$ cat src/rtl/poly_pkg.sv
// Shared definitions for the polynomial core operand loader.
// Latency: n/a (constants and types only).
// Backpressure: n/a.
package poly_pkg;

    // Default operand / result width.
    localparam int POLY_WIDTH = 16;

    // Operand slot index.
    typedef logic [1:0] op_idx_t;

    // Loader FSM encoding.
    localparam logic [1:0] ST_LOAD  = 2'd0;
    localparam logic [1:0] ST_START = 2'd1;
    localparam logic [1:0] ST_WAIT  = 2'd2;
    localparam logic [1:0] ST_HOLD  = 2'd3;

    // Operand order on the input stream.
    localparam op_idx_t IDX_A = 2'd0;
    localparam op_idx_t IDX_B = 2'd1;
    localparam op_idx_t IDX_C = 2'd2;
    localparam op_idx_t IDX_X = 2'd3;

endpackage

$ cat src/rtl/poly_operand_regs.sv
// Four-slot operand register file (A, B, C, X) written one slot per strobe.
// Latency: written value visible on the slot output the cycle after the strobe.
// Backpressure: none; a slot holds its value until the next write to it.
module poly_operand_regs
    import poly_pkg::*;
#(
    parameter int WIDTH = POLY_WIDTH
) (
    input  logic             core_clk,
    input  logic             arst_n,
    input  logic             wr_vld,
    input  op_idx_t          wr_idx,
    input  logic [WIDTH-1:0] wr_dat,
    output logic [WIDTH-1:0] opa_dat,
    output logic [WIDTH-1:0] opb_dat,
    output logic [WIDTH-1:0] opc_dat,
    output logic [WIDTH-1:0] opx_dat
);

    // Steer the incoming word into the slot selected by the index.
    always_ff @(posedge core_clk or negedge arst_n) begin
        if (!arst_n) begin
            opa_dat <= '0;
            opb_dat <= '0;
            opc_dat <= '0;
            opx_dat <= '0;
        end else if (wr_vld) begin
            case (wr_idx)
                IDX_A:   opa_dat <= wr_dat;
                IDX_B:   opb_dat <= wr_dat;
                IDX_C:   opc_dat <= wr_dat;
                default: opx_dat <= wr_dat;
            endcase
        end
    end

endmodule

$ cat src/rtl/poly_operand_loader.sv
// Streams A,B,C,X into the polynomial core, pulses start, captures resultado on done.
// Latency: start the cycle after the 4th operand; res_valid the cycle after done.
// Backpressure: in_ready low from START until the result is taken; result held while res_ready=0.
// Optional: POLY_LOADER_TIMEOUT_EN adds a WAIT-state timeout that returns a zero result with err set.
module poly_operand_loader
    import poly_pkg::*;
#(
    parameter int WIDTH          = POLY_WIDTH,
    parameter int TIMEOUT_CYCLES = 64
) (
    input  logic             clk0,
    input  logic             rst0,
    input  logic [WIDTH-1:0] in_data,
    input  logic             in_valid,
    output logic             in_ready,
    output logic [WIDTH-1:0] A,
    output logic [WIDTH-1:0] B,
    output logic [WIDTH-1:0] C,
    output logic [WIDTH-1:0] Xis,
    output logic             start,
    input  logic [WIDTH-1:0] resultado,
    input  logic             done,
    output logic [WIDTH-1:0] res_data,
    output logic             res_valid,
    input  logic             res_ready,
    output logic             busy,
    output logic             err
);

    logic [1:0] state;
    op_idx_t    idx;
    logic       wr_en;
    logic       timeout_hit;

    // Status outputs decode directly from the state register.
    assign in_ready  = (state == ST_LOAD);
    assign wr_en     = in_valid & in_ready;
    assign start     = (state == ST_START);
    assign busy      = (state == ST_START) | (state == ST_WAIT);
    assign res_valid = (state == ST_HOLD);

    poly_operand_regs #(
        .WIDTH (WIDTH)
    ) u_regs (
        .core_clk (clk0),
        .arst_n   (rst0),
        .wr_vld   (wr_en),
        .wr_idx   (idx),
        .wr_dat   (in_data),
        .opa_dat  (A),
        .opb_dat  (B),
        .opc_dat  (C),
        .opx_dat  (Xis)
    );

`ifdef POLY_LOADER_TIMEOUT_EN
    localparam int                CNT_W    = $clog2(TIMEOUT_CYCLES + 1);
    localparam logic [CNT_W-1:0] CNT_LAST = CNT_W'(TIMEOUT_CYCLES - 1);

    logic [CNT_W-1:0] wait_cnt;
    logic             err_q;

    // Abort on the edge that closes the TIMEOUT_CYCLES-th WAIT cycle; done takes priority.
    assign timeout_hit = (state == ST_WAIT) && !done && (wait_cnt == CNT_LAST);
    assign err         = err_q;

    // Count cycles spent in WAIT; any other state holds the counter at zero.
    always_ff @(posedge clk0 or negedge rst0) begin
        if (!rst0) begin
            wait_cnt <= '0;
        end else if (state == ST_WAIT) begin
            wait_cnt <= wait_cnt + CNT_W'(1);
        end else begin
            wait_cnt <= '0;
        end
    end

    // Error flag raised by the timeout, cleared when the consumer takes the result.
    always_ff @(posedge clk0 or negedge rst0) begin
        if (!rst0) begin
            err_q <= 1'b0;
        end else if (timeout_hit) begin
            err_q <= 1'b1;
        end else if ((state == ST_HOLD) && res_ready) begin
            err_q <= 1'b0;
        end
    end
`else
    // Without the timeout WAIT never aborts; a negative timeout is meaningless, so err is 0.
    localparam logic ERR_TIE = (TIMEOUT_CYCLES < 0);

    assign timeout_hit = 1'b0;
    assign err         = ERR_TIE;
`endif

    // Job sequencer: load four words, pulse start, wait for done, hold result until taken.
    always_ff @(posedge clk0 or negedge rst0) begin
        if (!rst0) begin
            state    <= ST_LOAD;
            idx      <= IDX_A;
            res_data <= '0;
        end else begin
            case (state)
                ST_LOAD: begin
                    if (wr_en) begin
                        idx <= idx + 2'd1;
                        if (idx == IDX_X) begin
                            state <= ST_START;
                        end
                    end
                end
                ST_START: begin
                    state <= ST_WAIT;
                end
                ST_WAIT: begin
                    if (done) begin
                        res_data <= resultado;
                        state    <= ST_HOLD;
                    end else if (timeout_hit) begin
                        res_data <= '0;
                        state    <= ST_HOLD;
                    end
                end
                default: begin
                    if (res_ready) begin
                        idx   <= IDX_A;
                        state <= ST_LOAD;
                    end
                end
            endcase
        end
    end

endmodule

$ cat config.mk
export PLATFORM = sky130hd
export DESIGN_NAME = poly_operand_loader
export DESIGN_NICKNAME = d
export VERILOG_FILES = /design/src/rtl/poly_pkg.sv /design/src/rtl/poly_operand_regs.sv /design/src/rtl/poly_operand_loader.sv
export SDC_FILE = /design/constraint.sdc
export NUM_CORES = 1
export LEC_CHECK = 0
export BUFFER_PORTS_ARGS = -buffer_cell sky130_fd_sc_hd__buf_2
export CAP_MARGIN = 30
export CORE_MARGIN = 5
export CORE_UTILIZATION = 45
export DETAILED_ROUTE_END_ITERATION = 8
export HOLD_SLACK_MARGIN = 0.1
export PLACE_DENSITY = 0.82
export SLEW_MARGIN = 20
export SYNTH_ARGS = -nofsm -noshare
export SYNTH_HDL_FRONTEND = slang
export SYNTH_SLANG_ARGS = --single-unit
$ cat constraint.sdc
create_clock -name clk0 -period 1.9 [get_ports clk0]
set_clock_uncertainty 0.15 [all_clocks]
set_input_delay 0.19 -clock clk0 [delete_from_list [all_inputs] [get_ports clk0]]
set_output_delay 0.19 -clock clk0 [all_outputs]
set_load 0.02 [all_outputs]
# == After elaboration in Yosys (flattened, before gate mapping) ==
# Index checks and enable logic that the tools add are counted.
# word_totals
ram_bits,0
out_inout_bits,85
regBits,84
n_memories,0
input_bits,37
latchBits,0
mem_bits_ro,0
# op_classes
shifts,0
magnitude_cmp,0
muxes,7
eq_ne,9
add_sub_neg,1
n_mul,0
div_mod_pow,0
n_reduce_logical,13
bitwise,4
# op_table
op,count
2-bit two-way mux,5
2-bit AND reduction,5
2-bit == test (second input constant),4
2-bit case mux with 3 select lines,1
2-bit by 1-bit == test with 1-bit output (second input constant),2
2-bit zero test,2
2-bit by 1-bit inequality test with 1-bit output (second input constant),2
2-bit case mux with 2 select lines,1
4-bit AND reduction,1
4-bit nonzero test,1
3-bit AND reduction,1
3-bit OR reduction,1
2-bit by 1-bit adder with 2-bit output (second input constant),1
2-bit inequality test (second input constant),1
1-bit inverter,2
2-bit nonzero test,1
2-bit OR reduction,1
1-bit bitwise AND,1
1-bit OR,1

# == Depth between registers and ports, before layout ==
# depth
depth_word,4
ltp_mapped,6
depth_no_buf,5

# == Cells and area by module ==
# A second synthesis with hierarchy kept.
# hier_totals
hier_cells,202
hier_area_um2,3357.0
# modules_own_cells
mod,area_each_um2,instances,cells_per_inst,seq_area_each_um2
poly_operand_regs,2411.1,1,136,1601.5
poly_operand_loader,945.9,1,66,500.5

# == Least setup slack after synthesis ==
# No wires, ideal clock.
# synth_timing
path_kind,register to register
startpoint,register state[0]
endpoint,register state[1]
t_arrival_ns,1.570
required_ns,1.625
setup_time_ns,0.125
path_buffers,1
stages_incl_launch_ff,7
path_slack_ns,0.055
period_less_slack_ns,1.845
cell_sequence,dfrtp_1 -> inv_1 -> ha_1 -> buf_6 -> nor2b_4 -> nor4_4 -> mux2_4
# synth_via
elab_chain_cells,4
elab_cells_between_ends,10
# synth_rtl
item,line_no,source
from (decl),poly_operand_loader.sv:30,logic [1:0] state;
from (signal assigned),poly_operand_loader.sv:99,state <= ST_LOAD;
from (signal assigned),poly_operand_loader.sv:108,state <= ST_START;
from (signal assigned),poly_operand_loader.sv:113,state <= ST_WAIT;
2-bit zero test,"poly_operand_loader.sv:36, poly_operand_loader.sv:103",
1-bit bitwise AND,poly_operand_loader.sv:37,assign wr_en = in_valid & in_ready;
2-bit by 1-bit inequality test with 1-bit output (no source line),-,
4-bit AND reduction (no source line),-,
# Parallel ways exist; a longest one is shown, timed or not.
# A chain may end at the register's enable or synchronous reset.

# == Final worst setup path ==
# Same ends and word-level chain as after synthesis.

==> metrics <==
GPL Wtd Cong=0.804; die width=97.6 um; largest net degree at the start of global routing=46; Worst-Skew Late Latency=0.34 ns; vias per cell=4.74; vias in the first global route=2642; Routed WL per cell=16.5 um; pwr dens=1690 nW/um2; syn avg cell area=16.7 um2; CP Data Required Time=1.99 ns; drt total wl=7980 um; Nets=426; Max Cap Viol=0; Final Setup Violations=0; CTS tree=done; Crit Path Category=reg2reg; CP max-delay cell=dfrtp_1; row count=32; synth cell count leaders=dfrtp_1 (84), mux2_1 (40), mux2_2 (40); H-tree levels=3; clock tree sinks=84; initial antenna violation count=0; clk root buf=clkbuf_8; I/O pins=122; most common cell in the netlist=dfrtp_1; period utilization=95.5%; ys flop type=dfrtp_1; normalized max-slew margin=between 60% and 70%; Crit. End Element=flip-flop; clock slew seen by the registers of the worst setup and hold paths=0.08 ns; synthesis-to-layout area growth=40.2%; worst-path cell chain=inv_2 -> buf_4 -> ha_4 -> nor2b_1 -> nor4_4 -> mux2_4; sequential-to-total area share from yosys stat=60.9%; gr usage total=between 15 and 20%; Fill cells=600; Crit path arrival time=1.90 ns; status=completed; number of port buffers=120; worst-path fanout max=4; minimum clock period=about 1.8 ns; Pins Over Slew Limit=0; final std cells w/o fill=about 490; Setup TNS=0 ns; chip height=~100 um; First-pass DRT Iterations=4; DRT iter0 DRCs=between 50 and 60; vias post-DR=between 2k and 2.5k; FMAX=approximately 0.55 GHz; Synth Net Count=255; Synth area leaders=dfrtp_1 (61%), mux2_1 (13%), mux2_2 (13%), ha_1 (4.0%), nand3_4 (2.0%); total congestion overflow=0; RSZ-0062 raised after global routing=false; Worst Tran Pin Value=0.532 ns; DPL Wire Length=5650 um; first-pass GRT wire length=about 14000 um; slowest stage delay, CP=roughly 0.37 ns; diode count=0; reg2reg path depth=6; Final Hold Viols=0; critical path launch point type=flip-flop; maximum vdd drop=880 uV; post-synth top area share=between 60% and 70%; die area=9520 um2; Initial Util=a little under half; Netlist cell types=20; Num CTS Buffers=9; total setup buffers inserted after CTS=0; number of flops mapped to enable cells by yosys=0; final antenna-violating net count=0; fraction of registers with async set/reset=100%; share of cells above drive strength 1=52.2%; #FFs+latches synth=84; HP Class=in2async; DRC=0; placed insts=436; core box area=around 7600 um2; Post-Syn Instances=207; Netlist Area Pre-Place=3450 um2; Lkg Pwr=2.47 nW; CTS Buffer Depth=2; Synth area leader=dfrtp_1; Syn. warnings=0
[placed cells by master (no fill, tap or decap)]
cell type	n
clkbuf_8	9
dfrtp_1	84
inv_2	1
buf_4	12
clkbuf_1	3
nand3_4	4
nor2b_4	1
nand2_2	1
dlygate4sd3_1	33
buf_12	4
nor2_1	1
mux2_2	40
nand2_1	2
clkinv_2	1
mux2_4	1
buf_2	119
mux2_1	40
inv_1	3
bufinv_16	2
nor2b_1	2
nor4_4	2
mux2i_1	4
ha_1	9
clkinv_4	1
ha_4	2
o21bai_1	1
conb_1	1
[per-stage QoR]
stage	setup slack, ns	utilization, %	cell area, um2	total power, W	hold WS (ns)
after global routing	0.00580	63.6	4840	0.00868	0.198
after detailed placement	-0.105	56.2	4270	0.00677	0.0545
after CTS	0.0141	63.3	4820	0.00820	0.197
final	0.0864	63.6	4840	0.00817	0.204
after floorplan	0.0551	-	3450	0.00536	-0.256
after global placement	0.0197	56.2	4270	0.00661	0.0437
[cells by family (layout without fill, tap and decap cells)]
logic type / after synthesis / in the layout / share of synthesized area (%)
other cells: 1 / 1 / 0.109
buf+inv: 12 / 188 / 2.50
simple gates: 13 / 13 / 4.53
mux: 85 / 85 / 27.7
fa+ha+maj: 11 / 11 / 3.99
compound gates: 1 / 1 / 0.218
flops: 84 / 84 / 60.9
[layout make-up]
cell class / count / area (um2) / share of cell area (%)
repair buffers: 168 / 1100 / 22.7
inverters: 4 / 15.0 / 0.310
clock buffers: 12 / 135 / 2.79
multi-input cells: 111 / 1290 / 26.6
clock inverters: 4 / 73.8 / 1.53
well taps: 102 / 128 / 2.64
flip-flops and latches: 84 / 2100 / 43.5
[state kept, by name, summed over array words and instances (netlist names)]
register and count:
u_regs.opa_dat 16, u_regs.opx_dat 16, idx 2, state 2, u_regs.opc_dat 16, u_regs.opb_dat 16
res_data 16
[metal layers]
metal  part of all wire, %  global-route usage [%]  routed length (um)  up-vias
met3                   7.4                    6.39                 588       11
met4                   1.3                    5.11                 104        0
met1                    40                    20.2                3200     1141
li1                      -                       -                   -     1062
met5                     0                       0                   0        -
met2                    51                    31.2                4090       85
[path summary, 6_finish.rpt]
path | from | to | slack, ns
max | state[0]$_DFFE_PN0P_ | state[1]$_DFFE_PN0P_ | 0.09
min | rst0 | u_regs.opb_dat[14]$_DFFE_PN0P_ | 0.20
max reg2reg | state[0]$_DFFE_PN0P_ | state[1]$_DFFE_PN0P_ | 0.09
min reg2reg | u_regs.opb_dat[11]$_DFFE_PN0P_ | u_regs.opb_dat[11]$_DFFE_PN0P_ | 0.34
max in group asynchronous | rst0 | u_regs.opc_dat[7]$_DFFE_PN0P_ | 0.79
min in group clk0 | in_valid | u_regs.opc_dat[4]$_DFFE_PN0P_ | 0.20
[power by group]
| group | internal (W) | leakage [nW] | switching (W) |
|---|---|---|---|
| Combinational | 0.00164 | 1.31 | 0.00215 |
| Clock | 0.000743 | 0.105 | 0.000608 |
| Sequential | 0.00261 | 1.05 | 0.000424 |
[critical path, delay by kind of cell (launching register included)]
kind | cells | cell delay (ns)
and+or+nand+nor | 2 | 0.46
buffers and inverters | 2 | 0.22
muxes | 1 | 0.32
adders and majority gates | 1 | 0.17
DFF | 1 | 0.37
[timing repair]
item                                   in CTS  in global routing
endpoints found under the hold margin     121                  0
resized for setup                           2                  3
setup endpoints to repair                   7                  4
pin swaps                                   1                  1
hold buffers                               33                  0
No activity file was read; power rests on OpenSTA's default activity.
